==> src/rtl/sw_conditioner_pkg.sv <==
// Shared elevator constants for the switch/button conditioning front end.
// The default debounce window is derived from the board clock so that a
// clock change only needs to be made here.
package sw_conditioner_pkg;

    localparam int CLK_FREQ_HZ      = 50_000_000;
    localparam int DEBOUNCE_MS      = 10;
    localparam int SW_N_DEFAULT     = 4;
    localparam int DB_COUNT_DEFAULT = (CLK_FREQ_HZ / 1000) * DEBOUNCE_MS;

    // Width of a counter that must be able to hold the value db_count.
    function automatic int cnt_width(input int db_count);
        if (db_count < 1) begin
            return 1;
        end else begin
            return $clog2(db_count + 1);
        end
    endfunction

endpackage

==> src/rtl/sw_debounce_bit.sv <==
// One debounced channel: two-flop synchronizer, hold-time counter, accepted
// level and a registered rising-edge pulse aligned with the accepted level.
module sw_debounce_bit
    import sw_conditioner_pkg::*;
#(
    parameter int DB_COUNT = DB_COUNT_DEFAULT
) (
    input  logic clk,
    input  logic rst,
    input  logic sw_in,
    output logic sw_stable,
    output logic sw_rise
);

    localparam int              CW       = cnt_width(DB_COUNT);
    localparam logic [CW-1:0]   CNT_LAST = CW'(DB_COUNT - 1);

    logic          sync1_r;
    logic          sync2_r;
    logic          stable_r;
    logic          rise_r;
    logic [CW-1:0] cnt_r;
    logic          mismatch_s;
    logic          expire_s;

    // The synchronized level disagrees with the accepted one, and the disagreement
    // has now lasted the full window.
    assign mismatch_s = (sync2_r != stable_r);
    assign expire_s   = mismatch_s && (cnt_r == CNT_LAST);

    // Bring the asynchronous board level into the clock domain.
    always_ff @(posedge clk or posedge rst) begin
        if (rst) begin
            sync1_r <= 1'b0;
            sync2_r <= 1'b0;
        end else begin
            sync1_r <= sw_in;
            sync2_r <= sync1_r;
        end
    end

    // Count consecutive disagreeing cycles; accept the new level once the window expires.
    always_ff @(posedge clk or posedge rst) begin
        if (rst) begin
            cnt_r    <= {CW{1'b0}};
            stable_r <= 1'b0;
            rise_r   <= 1'b0;
        end else if (!mismatch_s) begin
            cnt_r    <= {CW{1'b0}};
            rise_r   <= 1'b0;
        end else if (expire_s) begin
            cnt_r    <= {CW{1'b0}};
            stable_r <= sync2_r;
            rise_r   <= sync2_r;
        end else begin
            cnt_r    <= cnt_r + CW'(1);
            rise_r   <= 1'b0;
        end
    end

    assign sw_stable = stable_r;
    assign sw_rise   = rise_r;

endmodule

==> src/rtl/sw_conditioner.sv <==
// Elevator call-button conditioner: N independent debounced channels plus a
// sticky per-floor request latch cleared by the controller once served.
module sw_conditioner
    import sw_conditioner_pkg::*;
#(
    parameter int N        = SW_N_DEFAULT,
    parameter int DB_COUNT = DB_COUNT_DEFAULT
) (
    input  logic         clk,
    input  logic         rst,
    input  logic [N-1:0] sw_in,
    input  logic [N-1:0] req_clr,
    output logic [N-1:0] sw_stable,
    output logic [N-1:0] sw_rise,
    output logic [N-1:0] req,
    output logic         req_any
);

    logic [N-1:0] req_r;

    for (genvar i = 0; i < N; i++) begin : g_ch
        sw_debounce_bit #(
            .DB_COUNT (DB_COUNT)
        ) u_db (
            .clk       (clk),
            .rst       (rst),
            .sw_in     (sw_in[i]),
            .sw_stable (sw_stable[i]),
            .sw_rise   (sw_rise[i])
        );
    end

    // Sticky call latch; a new press in the same cycle as a clear wins so no call is lost.
    always_ff @(posedge clk or posedge rst) begin
        if (rst) begin
            req_r <= {N{1'b0}};
        end else begin
            req_r <= (req_r & ~req_clr) | sw_rise;
        end
    end

    assign req     = req_r;
    assign req_any = |req_r;

endmodule

==> config.mk <==
export PLATFORM = sky130hd
export DESIGN_NAME = sw_conditioner
export DESIGN_NICKNAME = d
export VERILOG_FILES = /design/src/rtl/sw_conditioner_pkg.sv /design/src/rtl/sw_debounce_bit.sv /design/src/rtl/sw_conditioner.sv
export SDC_FILE = /design/constraint.sdc
export NUM_CORES = 1
export LEC_CHECK = 0
export BUFFER_PORTS_ARGS = -buffer_cell sky130_fd_sc_hd__buf_4
export CORE_MARGIN = 2
export CORE_UTILIZATION = 28
export DETAILED_ROUTE_END_ITERATION = 7
export GPL_TIMING_DRIVEN = 0
export PLACE_DENSITY = 0.43
export SLEW_MARGIN = 20
export SYNTH_ARGS = -nofsm -noshare
export SYNTH_HDL_FRONTEND = slang
export SYNTH_HIERARCHICAL = 1
export SYNTH_SLANG_ARGS = --single-unit
==> constraint.sdc <==
create_clock -name clk -period 2.5 [get_ports clk]
set_input_delay 0.75 -clock clk [delete_from_list [all_inputs] [get_ports clk]]
set_output_delay 0.75 -clock clk [all_outputs]
set_load 0.01 [all_outputs]
==> results of run 1 <==
layout by cell type (no fill, tap or decap), types with 5 or more instances in the layout:
master	count
a21oi_1	20
and2_1	8
and3_2	8
and4_1	12
buf_2	8
buf_4	26
clkbuf_1	5
clkbuf_16	9
dfrtp_1	96
inv_1	13
nand2_1	24
nand3_1	20
nand4_1	24
nor2_1	48
o21ai_0	16
or3_1	16
or4_1	5
xnor2_1	8
xor2_1	44
through the flow:
stage | std cells | cell area, um^2 | total power [uW] | util
finish | 684 | 5450 | 3290 | 0.331
detailed placement | 668 | 5110 | 1730 | 0.310
CTS | 684 | 5450 | 3350 | 0.331
global route | 684 | 5450 | 3440 | 0.331
floorplan | 426 | 4670 | 1690 | -
global placement | 668 | 5110 | 1730 | 0.310
power by group through the flow:
stage          Sequential (uW)  Combinational, uW  Clock [uW]
6_report                  1600                105        1590
5_1_grt                   1600                122        1720
3_5_place_dp              1620                109           0
3_3_place_gp              1620                110           0
2_1_floorplan             1620               74.2           0
4_1_cts                   1590                111        1650
final cells by class:
class                   count  area (um^2)
flip-flops and latches     96         2400
well taps                 220          275
repair buffers             22          165
fillers                  1713        11000
clock buffers              11          243
inverters                  13         48.8
plain buffers              16         85.1
clock inverters             5          104
multi-input cells         301         2130
how the worst max path moves through the flow:
stage,end,slack (ns),cells past startpoint
final,req_any,0.23,2
after global placement,g_ch[2].u_db/cnt_r[7],0.53,5
after floorplan,g_ch[0].u_db/sw_stable,0.75,4
after global routing,req_any,0.17,2
after CTS,req_any,0.17,2
after detailed placement,g_ch[2].u_db/cnt_r[9],0.54,5
state kept, by name, indices dropped and copies added (netlist names):
name,flops
g_ch.u_db/sw_rise,4
g_ch.u_db/cnt_r,76
req,4
g_ch.u_db/sw_stable,4
g_ch.u_db/sync1_r,4
g_ch.u_db/sync2_r,4
kinds of logic after synthesis:
family / count (synthesis)
AO/OA/AOI/OAI: 48
XOR/XNOR: 52
adder cells (fa/ha/maj): 4
buffers and inverters: 29
flip-flops: 96
multiplexers: 4
AND/OR/NAND/NOR: 193
metal layers:
layer,share of wire,global-route usage,routed length (um)
met1,0.49,0.149,4490
met2,0.47,0.178,4320
met3,0.023,0.0198,212
met4,0.018,0.0550,161
met5,0,0,0
==> metrics.md, run 1 <==
| Metric | Value |
|---|---|
| Die Y | `~130 um` |
| FFs w/ async S/R, synth | `1.00` |
| Antenna violations before repair | `0` |
| Worst R2R Start | `g_ch[2].u_db/cnt_r[11]` |
| Total vias in the final route | `~3100` |
| Status | `complete, no violations` |
| Synthesized flop and latch total | `96` |
| Yosys cell types | `31` |
| Type of the worst setup path | `reg2out` |
| Clk pwr share | `0.483` |
| Pre-CTS worst setup slack | `~0.54 ns` |
| Count leader, synth | `dfrtp_1` |
| R2r setup slk | `0.55 ns` |
| Pins Over Slew Limit | `0` |
| Post-Synthesis Cells | `426` |
| Synthesis-to-layout area growth | `16.9%` |
| DRC | `0` |
| Sink Count | `96` |
| Simple-gate portion of the synthesized area | `0.260` |
| Final worst setup slack | `between 0.2 and 0.25 ns` |
| Cts-stage hold buffer count | `0` |
| Core area | `0.0165 mm^2` |
| Synth Area in Compound Gates | `0.0753` |
| Commonest cells in the synthesized netlist | `dfrtp_1 (96), nor2_1 (48), xor2_1 (44), nand2_1 (24), nand4_1 (24)` |
| Final-stage net count | `473` |
| Die width | `133 um` |
| XOR/XNOR Fraction of Synth Area | `0.0976` |
| Power density cells | `603 mW/mm^2` |
| Pint | `about 2600 uW` |
| Area leader, netlist | `dfrtp_1` |
| Bufs and invs on worst path | `1` |
| CTS tree | `built` |
| DPL Wire Length | `between 6 and 7 mm` |
| Max incr delay on CP | `around 0.58 ns` |
| Drt first pass iters | `5` |
| Req. time, crit path | `~1.8 ns` |
| Deepest clock path buffer count | `2` |
| Post-Synthesis Net Count | `440` |
| Number of max-cap violations | `0` |
| Final Skew | `about 0.0064 ns` |
| Largest family of logic cells by synthesized area | `simple AND/OR/NAND/NOR gates` |
| Vias in the first global route | `3275` |
| # IOs | `23` |
| Antenna-violating nets left | `0` |
| Worst skew pair latency | `0.34 ns` |
| Fmax | `roughly 440 MHz` |
| Gate power share | `0.032` |
| CP cell instances | `or4_1 > buf_4` |
| Final setup violation count | `0` |
| Sequential share of power | `0.485` |
| Worst R2R Path Depth | `5` |
| Row count | `47` |
| Reg2reg end | `g_ch[2].u_db/cnt_r[6]` |
| Startpoint Class | `register` |
| Share of layout cells above drive strength 1 | `0.185` |
| GRT Util Overall | `0.112` |
| Lkg Pwr | `0.00248 uW` |
| Clock Tree Root | `clkbuf_16` |
| Cts bufs inserted | `9` |
| Number of port buffers | `22` |
| Clock slew at reported path FFs | `0.07 ns` |
| Max-slew headroom | `0.405` |
| Postcts setup bufs | `0` |
| Hold slack | `0.325 ns` |
| Slowest CP cell | `or4_1` |
| Hold Fails Final Rpt | `0` |
| Measured slew at the worst slew-check pin | `0.891 ns` |
| CP delay by family, top | `simple AND/OR/NAND/NOR gates` |
| Sw frac | `0.204` |
| Post_cts resized | `0` |
| Post-synth top flop | `dfrtp_1` |
| GP Congestion | `0.773` |
| Grt total ovfl | `0` |
| # diodes | `0` |
| Die area | `0.0177 mm^2` |
| Synth top area cells | `dfrtp_1 (51%), xor2_1 (8.3%), nor2_1 (3.9%)` |
| Setup TNS Final | `0 ns` |
| Seq/Total Area, Yosys | `0.515` |
| Unrepaired setup endpoints after global routing | `no` |
| Post-Syn Area | `0.00467 mm^2` |
| CP Capture Type | `output pin` |
| Fin crit share | `0.909` |
| Hold WC Path Type | `in2async` |
| H-tree depth | `3` |
| Synth warn | `6` |
| CP arrival | `1.52 ns` |
| Post-synth EDFFs | `0` |
| Iteration-0 DRC Markers | `110` |
| Yosys top cell area share | `0.515` |
| Worst Setup SP | `req[2]` |
| CP max FO | `3` |
| Max rail drop VDD | `around 0.26 mV` |
| Routed wire per std cell | `13.4 um` |
| Synth Area in Adders | `0.0107` |
| First-pass GRT wire length | `16.0 mm` |
| Sw power | `672 uW` |
| Post-synthesis mux area share | `0.0129` |
| Post-Route WL | `9.18 mm` |
| DR vias/cell | `4.58` |
| Initial Util | `0.283` |
| Tmin final | `2.27 ns` |
| Largest net degree at the start of global routing | `24` |
| Average cell area after synthesis | `11.0 um^2` |
No activity file was read; power rests on OpenSTA's default activity.
==> run 2: changes to the inputs <==
--- a/config.mk
+++ b/config.mk
@@ -6,6 +6,7 @@
 export NUM_CORES = 1
 export LEC_CHECK = 0
 export BUFFER_PORTS_ARGS = -buffer_cell sky130_fd_sc_hd__buf_4
+export CORE_ASPECT_RATIO = 0.75
 export CORE_MARGIN = 2
 export CORE_UTILIZATION = 28
 export DETAILED_ROUTE_END_ITERATION = 7
==> metrics.md, run 2 (same netlist as run 1, synthesis figures left out) <==
| Metric | Value |
|---|---|
| Status | `complete, no violations (unchanged)` |
| Unrepaired setup endpoints after global routing | `no (unchanged)` |
| Max rail drop VDD | `0.337 mV (was 0.263 mV)` |
| Final setup violation count | `0 (unchanged)` |
| Final Skew | `0.00968 ns (was 0.00643 ns)` |
| Die Y | `116 um (was 133 um)` |
| CP Capture Type | `output pin (unchanged)` |
| Max reg flops | `76 (unchanged)` |
| Worst R2R Start | `g_ch[2].u_db/cnt_r[11] (unchanged)` |
| Post-Route WL | `9.20 mm (was 9.18 mm)` |
| Antenna violations before repair | `0 (unchanged)` |
| Postcts setup bufs | `0 (unchanged)` |
| Req. time, crit path | `1.75 ns (about the same)` |
| Synthesis-to-layout area growth | `15.7% (was 16.9%)` |
| Commonest cells after routing, fill and taps aside | `dfrtp_1 (96), nor2_1 (48), xor2_1 (44), buf_4 (26) (unchanged)` |
| Worst skew pair latency | `0.34 ns (about the same)` |
| DPL Wire Length | `6.36 mm (was 6.34 mm)` |
| GRT Util Overall | `0.112 (about the same)` |
| Fin crit share | `0.858 (was 0.909)` |
| Die width | `153 um (was 133 um)` |
| Number of port buffers | `22 (unchanged)` |
| DR top layer | `met4 (unchanged)` |
| Fillers | `1633 (was 1713)` |
| Routed wire per std cell | `13.7 um (was 13.4 um)` |
| Initial Util | `0.289 (was 0.283)` |
| H-tree depth | `3 (unchanged)` |
| CP delay by family, top | `simple AND/OR/NAND/NOR gates (unchanged)` |
| Row count | `40 (was 47)` |
| # IOs | `23 (unchanged)` |
| Cts bufs inserted | `9 (unchanged)` |
| Type of the worst setup path | `reg2out (unchanged)` |
| Worst R2R Path Depth | `5 (unchanged)` |
| First-pass GRT wire length | `16.0 mm (about the same)` |
| Sequential Area | `0.00240 mm^2 (unchanged)` |
| Total vias in the final route | `3167 (was 3134)` |
| Deepest clock path buffer count | `2 (unchanged)` |
| Antenna-violating nets left | `0 (unchanged)` |
| Total power | `3150 uW (was 3290 uW)` |
| CP cell instances | `or4_1 > buf_4 (unchanged)` |
| Bufs and invs on worst path | `1 (unchanged)` |
| Vias in the first global route | `3207 (was 3275)` |
| Cts-stage hold buffer count | `0 (unchanged)` |
| Power density cells | `583 mW/mm^2 (was 603 mW/mm^2)` |
| Iteration-0 DRC Markers | `152 (was 110)` |
| Tmin final | `2.15 ns (was 2.27 ns)` |
| Core area | `0.0162 mm^2 (was 0.0165 mm^2)` |
| Hold WC Path Type | `in2async (unchanged)` |
| Max incr delay on CP | `0.51 ns (was 0.58 ns)` |
| Most flops, register | `g_ch.u_db/cnt_r (unchanged)` |
| Slowest CP cell | `or4_1 (unchanged)` |
| Final-stage net count | `473 (unchanged)` |
| Clock slew at reported path FFs | `0.06 ns (was 0.07 ns)` |
| Reg2reg end | `g_ch[2].u_db/cnt_r[5] (was g_ch[2].u_db/cnt_r[6])` |
| Setup TNS Final | `0 ns (unchanged)` |
| # diodes | `0 (unchanged)` |
| Drt first pass iters | `6 (was 5)` |
| WL met3 | `202 um (was 212 um)` |
| Hold Fails Final Rpt | `0 (unchanged)` |
| CP arrival | `1.40 ns (was 1.52 ns)` |
| Area occupied by multi-input gates | `0.00213 mm^2 (unchanged)` |
| DR vias/cell | `4.71 (was 4.58)` |
| CTS tree | `built (unchanged)` |
| Fmax | `466 MHz (was 440 MHz)` |
| R2r setup slk | `0.54 ns (was 0.55 ns)` |
| Startpoint Class | `register (unchanged)` |
| Grt total ovfl | `0 (unchanged)` |
| Pins Over Slew Limit | `0 (unchanged)` |
| Sink Count | `96 (unchanged)` |
| CP max FO | `3 (unchanged)` |
| Share of layout cells above drive strength 1 | `0.179 (was 0.185)` |
| Measured slew at the worst slew-check pin | `0.913 ns (was 0.891 ns)` |
| Die area | `0.0177 mm^2 (about the same)` |
| Clock Tree Root | `clkbuf_16 (unchanged)` |
| Max-slew headroom | `0.391 (was 0.405)` |
| Most common cell after layout, fill and taps aside | `dfrtp_1 (unchanged)` |
| WL met1 | `4.87 mm (was 4.49 mm)` |
| Largest net degree at the start of global routing | `24 (unchanged)` |
| GP Congestion | `0.723 (was 0.773)` |
| Lkg Pwr | `0.00245 uW (was 0.00248 uW)` |
| Routed wl met2 | `4.02 mm (was 4.32 mm)` |
| Post_cts resized | `0 (unchanged)` |
| DRC | `0 (unchanged)` |
| Number of max-cap violations | `0 (unchanged)` |
run 2: cell count changes in the layout (fill, tap and decap cells not counted), sizes merged:
cell and change:
bufinv -1, clkbuf +1, clkinv -2, clkinvlp +1
run 2: metal layers:
layer  vias to the layer above  track usage
met5                         -            0
met4                         0       0.0315
met3                         8       0.0292
met2                        32        0.176
met1                      1547        0.155
li1                       1580            -
run 2: metrics by stage:
stage	utilization	instances	setup WS [ns]	hold slack (ns)	instance area, um^2
3_5_place_dp	0.315	658	0.545	0.337	5090
6_report	0.334	673	0.354	0.330	5400
4_1_cts	0.334	673	0.341	0.328	5400
3_3_place_gp	0.315	658	0.516	0.334	5090
2_1_floorplan	-	426	0.747	0.331	4670
5_1_grt	0.334	673	0.286	0.334	5400
run 2: worst max path at each step:
stage                            from                     end  slack [ns]  depth (start not counted)
2_1_floorplan  g_ch[0].u_db/cnt_r[11]  g_ch[0].u_db/sw_stable        0.75                          4
3_3_place_gp   g_ch[3].u_db/cnt_r[11]    g_ch[3].u_db/sw_rise        0.52                          4
3_5_place_dp   g_ch[1].u_db/cnt_r[11]   g_ch[1].u_db/cnt_r[9]        0.54                          5
4_1_cts                        req[2]                 req_any        0.34                          2
5_1_grt                        req[2]                 req_any        0.29                          2
6_report                       req[2]                 req_any        0.35                          2
run 2: where the power goes:
group / total, uW / switching [uW] / internal, uW
registers: 1600 / 20.3 / 1580
logic: 105 / 67.3 / 37.6
clock network: 1450 / 576 / 873
total: 3150 / 664 / 2490
run 2: layout make-up:
class	count	area share
Multi-Input combinational cell	301	0.395
Buffer	16	0.0158
Clock inverter	3	0.0125
Sequential cell	96	0.445
Clock buffer	12	0.0438
Inverter	13	0.00904
Timing Repair Buffer	22	0.0306
Tap cell	210	0.0487
run 2: worst register-to-register path, delay by kind of cell (launching register included):
family / cells / cell delay (ns)
AO/OA/AOI/OAI: 1 / 0.61
flip-flops: 1 / 0.46
buffers and inverters: 1 / 0.27
AND/OR/NAND/NOR: 3 / 0.51
==> run 3: changes to the inputs <==
--- a/config.mk
+++ b/config.mk
@@ -8,10 +8,10 @@
 export BUFFER_PORTS_ARGS = -buffer_cell sky130_fd_sc_hd__buf_4
 export CORE_ASPECT_RATIO = 0.75
 export CORE_MARGIN = 2
-export CORE_UTILIZATION = 28
+export CORE_UTILIZATION = 51
 export DETAILED_ROUTE_END_ITERATION = 7
 export GPL_TIMING_DRIVEN = 0
-export PLACE_DENSITY = 0.43
+export PLACE_DENSITY = 0.68
 export SLEW_MARGIN = 20
 export SYNTH_ARGS = -nofsm -noshare
 export SYNTH_HDL_FRONTEND = slang
==> metrics.md, run 3 (same netlist as run 1, synthesis figures left out) <==
| Metric | Value |
|---|---|
| Max reg flops | `76 (unchanged)` |
| # diodes | `0 (unchanged)` |
| Die width | `114 um (was 153 um)` |
| Max-slew headroom | `0.408 (was 0.391)` |
| Clock slew at reported path FFs | `0.07 ns (was 0.06 ns)` |
| CTS tree | `built (unchanged)` |
| Max rail drop VDD | `0.436 mV (was 0.337 mV)` |
| Routed wire per std cell | `14.8 um (was 13.7 um)` |
| Post-Route WL | `8.54 mm (was 9.20 mm)` |
| DR vias/cell | `5.57 (was 4.71)` |
| Postcts setup bufs | `0 (unchanged)` |
| Pint | `2340 uW (was 2490 uW)` |
| Fillers | `769 (was 1633)` |
| Worst R2R Path Depth | `5 (unchanged)` |
| CP max FO | `3 (unchanged)` |
| Status | `complete, no violations (unchanged)` |
| Largest net degree at the start of global routing | `24 (unchanged)` |
| Cts bufs inserted | `9 (unchanged)` |
| Gate power share | `0.035 (was 0.033)` |
| Hold slack | `0.329 ns (was 0.330 ns)` |
| Worst skew pair latency | `0.34 ns (about the same)` |
| Grt total ovfl | `0 (unchanged)` |
| Final Skew | `0.00505 ns (was 0.00968 ns)` |
| Number of port buffers | `22 (unchanged)` |
| H-tree depth | `3 (unchanged)` |
| Share of layout cells above drive strength 1 | `0.185 (was 0.179)` |
| Number of max-cap violations | `0 (unchanged)` |
| Worst R2R Start | `g_ch[1].u_db/cnt_r[11] (was g_ch[2].u_db/cnt_r[11])` |
| Measured slew at the worst slew-check pin | `0.886 ns (was 0.913 ns)` |
| Area occupied by multi-input gates | `0.00213 mm^2 (unchanged)` |
| Sequential Area | `0.00240 mm^2 (unchanged)` |
| Reg2reg end | `g_ch[1].u_db/cnt_r[7] (was g_ch[2].u_db/cnt_r[5])` |
| Worst Setup SP | `req[2] (unchanged)` |
| CP arrival | `1.46 ns (was 1.40 ns)` |
| Synthesis-to-layout area growth | `12.7% (was 15.7%)` |
| Unrepaired setup endpoints after global routing | `no (unchanged)` |
| Antenna-violating nets left | `0 (unchanged)` |
| Hold WC Path Type | `in2async (unchanged)` |
| # IOs | `23 (unchanged)` |
| Die Y | `86.8 um (was 116 um)` |
| Die area | `0.00994 mm^2 (was 0.0177 mm^2)` |
| Vias in the first global route | `3103 (was 3207)` |
| Row count | `30 (was 40)` |
| Sink Count | `96 (unchanged)` |
| Tmin final | `2.21 ns (was 2.15 ns)` |
| Core area | `0.00897 mm^2 (was 0.0162 mm^2)` |
| Hold Fails Final Rpt | `0 (unchanged)` |
| Clk pwr share | `0.435 (was 0.460)` |
| Sw power | `666 uW (was 664 uW)` |
| CP endpoint | `req_any (unchanged)` |
| Lkg Pwr | `0.00244 uW (was 0.00245 uW)` |
| Startpoint Class | `register (unchanged)` |
| First-pass GRT wire length | `15.0 mm (was 16.0 mm)` |
| Total vias in the final route | `3206 (was 3167)` |
| Type of the worst setup path | `reg2out (unchanged)` |
| Sequential share of power | `0.530 (was 0.507)` |
| DPL Wire Length | `5.94 mm (was 6.36 mm)` |
| GRT Util Overall | `0.191 (was 0.112)` |
| Commonest cells after routing, fill and taps aside | `dfrtp_1 (96), nor2_1 (48), xor2_1 (44), buf_4 (26) (unchanged)` |
| Cts-stage hold buffer count | `0 (unchanged)` |
| DRC | `0 (unchanged)` |
| Final-stage net count | `473 (unchanged)` |
| Clock Tree Root | `clkbuf_16 (unchanged)` |
| R2r setup slk | `0.57 ns (was 0.54 ns)` |
| Power density cells | `572 mW/mm^2 (was 583 mW/mm^2)` |
| Most flops, register | `g_ch.u_db/cnt_r (unchanged)` |
| Req. time, crit path | `1.75 ns (about the same)` |
| Deepest clock path buffer count | `2 (unchanged)` |
| Sw frac | `0.222 (was 0.211)` |
| Iteration-0 DRC Markers | `124 (was 152)` |
| Drt first pass iters | `6 (unchanged)` |
| Final setup violation count | `0 (unchanged)` |
| Pins Over Slew Limit | `0 (unchanged)` |
| Total power | `3010 uW (was 3150 uW)` |
| Post_cts resized | `0 (unchanged)` |
| Most common cell after layout, fill and taps aside | `dfrtp_1 (unchanged)` |
| GP Congestion | `0.815 (was 0.723)` |
| Antenna violations before repair | `0 (unchanged)` |
| Fin crit share | `0.885 (was 0.858)` |
| CP Capture Type | `output pin (unchanged)` |
| Setup TNS Final | `0 ns (unchanged)` |
| Initial Util | `0.520 (was 0.289)` |
| Fmax | `452 MHz (was 466 MHz)` |
[run 3: changes by cell type in the layout (fill, tap and decap cells not counted)]
cell | before | now
bufinv_16 | 2 | 0
clkbuf_1 | 7 | 5
clkbuf_8 | 0 | 2
clkinv_2 | 0 | 1
clkinv_4 | 0 | 1
clkinvlp_4 | 1 | 2
[run 3: metal layers]
metal,track usage,vias to the layer above,part of all wire
met5,0,-,0
met4,0.0632,0,0.010
met3,0.0448,7,0.023
met2,0.290,29,0.46
met1,0.272,1583,0.51
li1,-,1587,-
[run 3: worst max-delay path, stage by stage (launching register included)]
cell and delay, ns:
dfrtp_1 0.40, or4_1 0.56, buf_4 0.17
[run 3: area by class of cell]
cell class                      instances  area share
Buffer                                 16      0.0162
Clock buffer                           12      0.0488
Inverter                               13     0.00928
Tap cell                              112      0.0267
Timing Repair Buffer                   22      0.0314
Multi-Input combinational cell        301       0.405
Sequential cell                        96       0.457
Clock inverter                          4     0.00547
[run 3: power by group through the flow]
stage	Combinational (uW)	Clock (uW)	Sequential, uW
floorplan	74.2	0	1620
global placement	105	0	1620
detailed placement	107	0	1620
CTS	107	1350	1600
global route	121	1410	1600
finish	104	1310	1600
[run 3: worst min-delay path by stage]
stage,from,slack (ns),end
floorplan,g_ch[0].u_db/sync1_r,0.33,g_ch[0].u_db/sync2_r
global placement,g_ch[3].u_db/sync1_r,0.33,g_ch[3].u_db/sync2_r
detailed placement,g_ch[0].u_db/sync1_r,0.34,g_ch[0].u_db/sync2_r
CTS,rst,0.32,req[0]
global route,rst,0.32,req[2]
finish,rst,0.33,req[1]
[run 3: per-stage QoR]
stage / utilization / cell area (um^2) / std cells / setup slack [ns]
4_1_cts: 0.586 / 5260 / 576 / 0.258
5_1_grt: 0.586 / 5260 / 576 / 0.237
2_1_floorplan: - / 4670 / 426 / 0.747
3_5_place_dp: 0.554 / 4970 / 560 / 0.578
6_report: 0.586 / 5260 / 576 / 0.287
3_3_place_gp: 0.554 / 4970 / 560 / 0.598
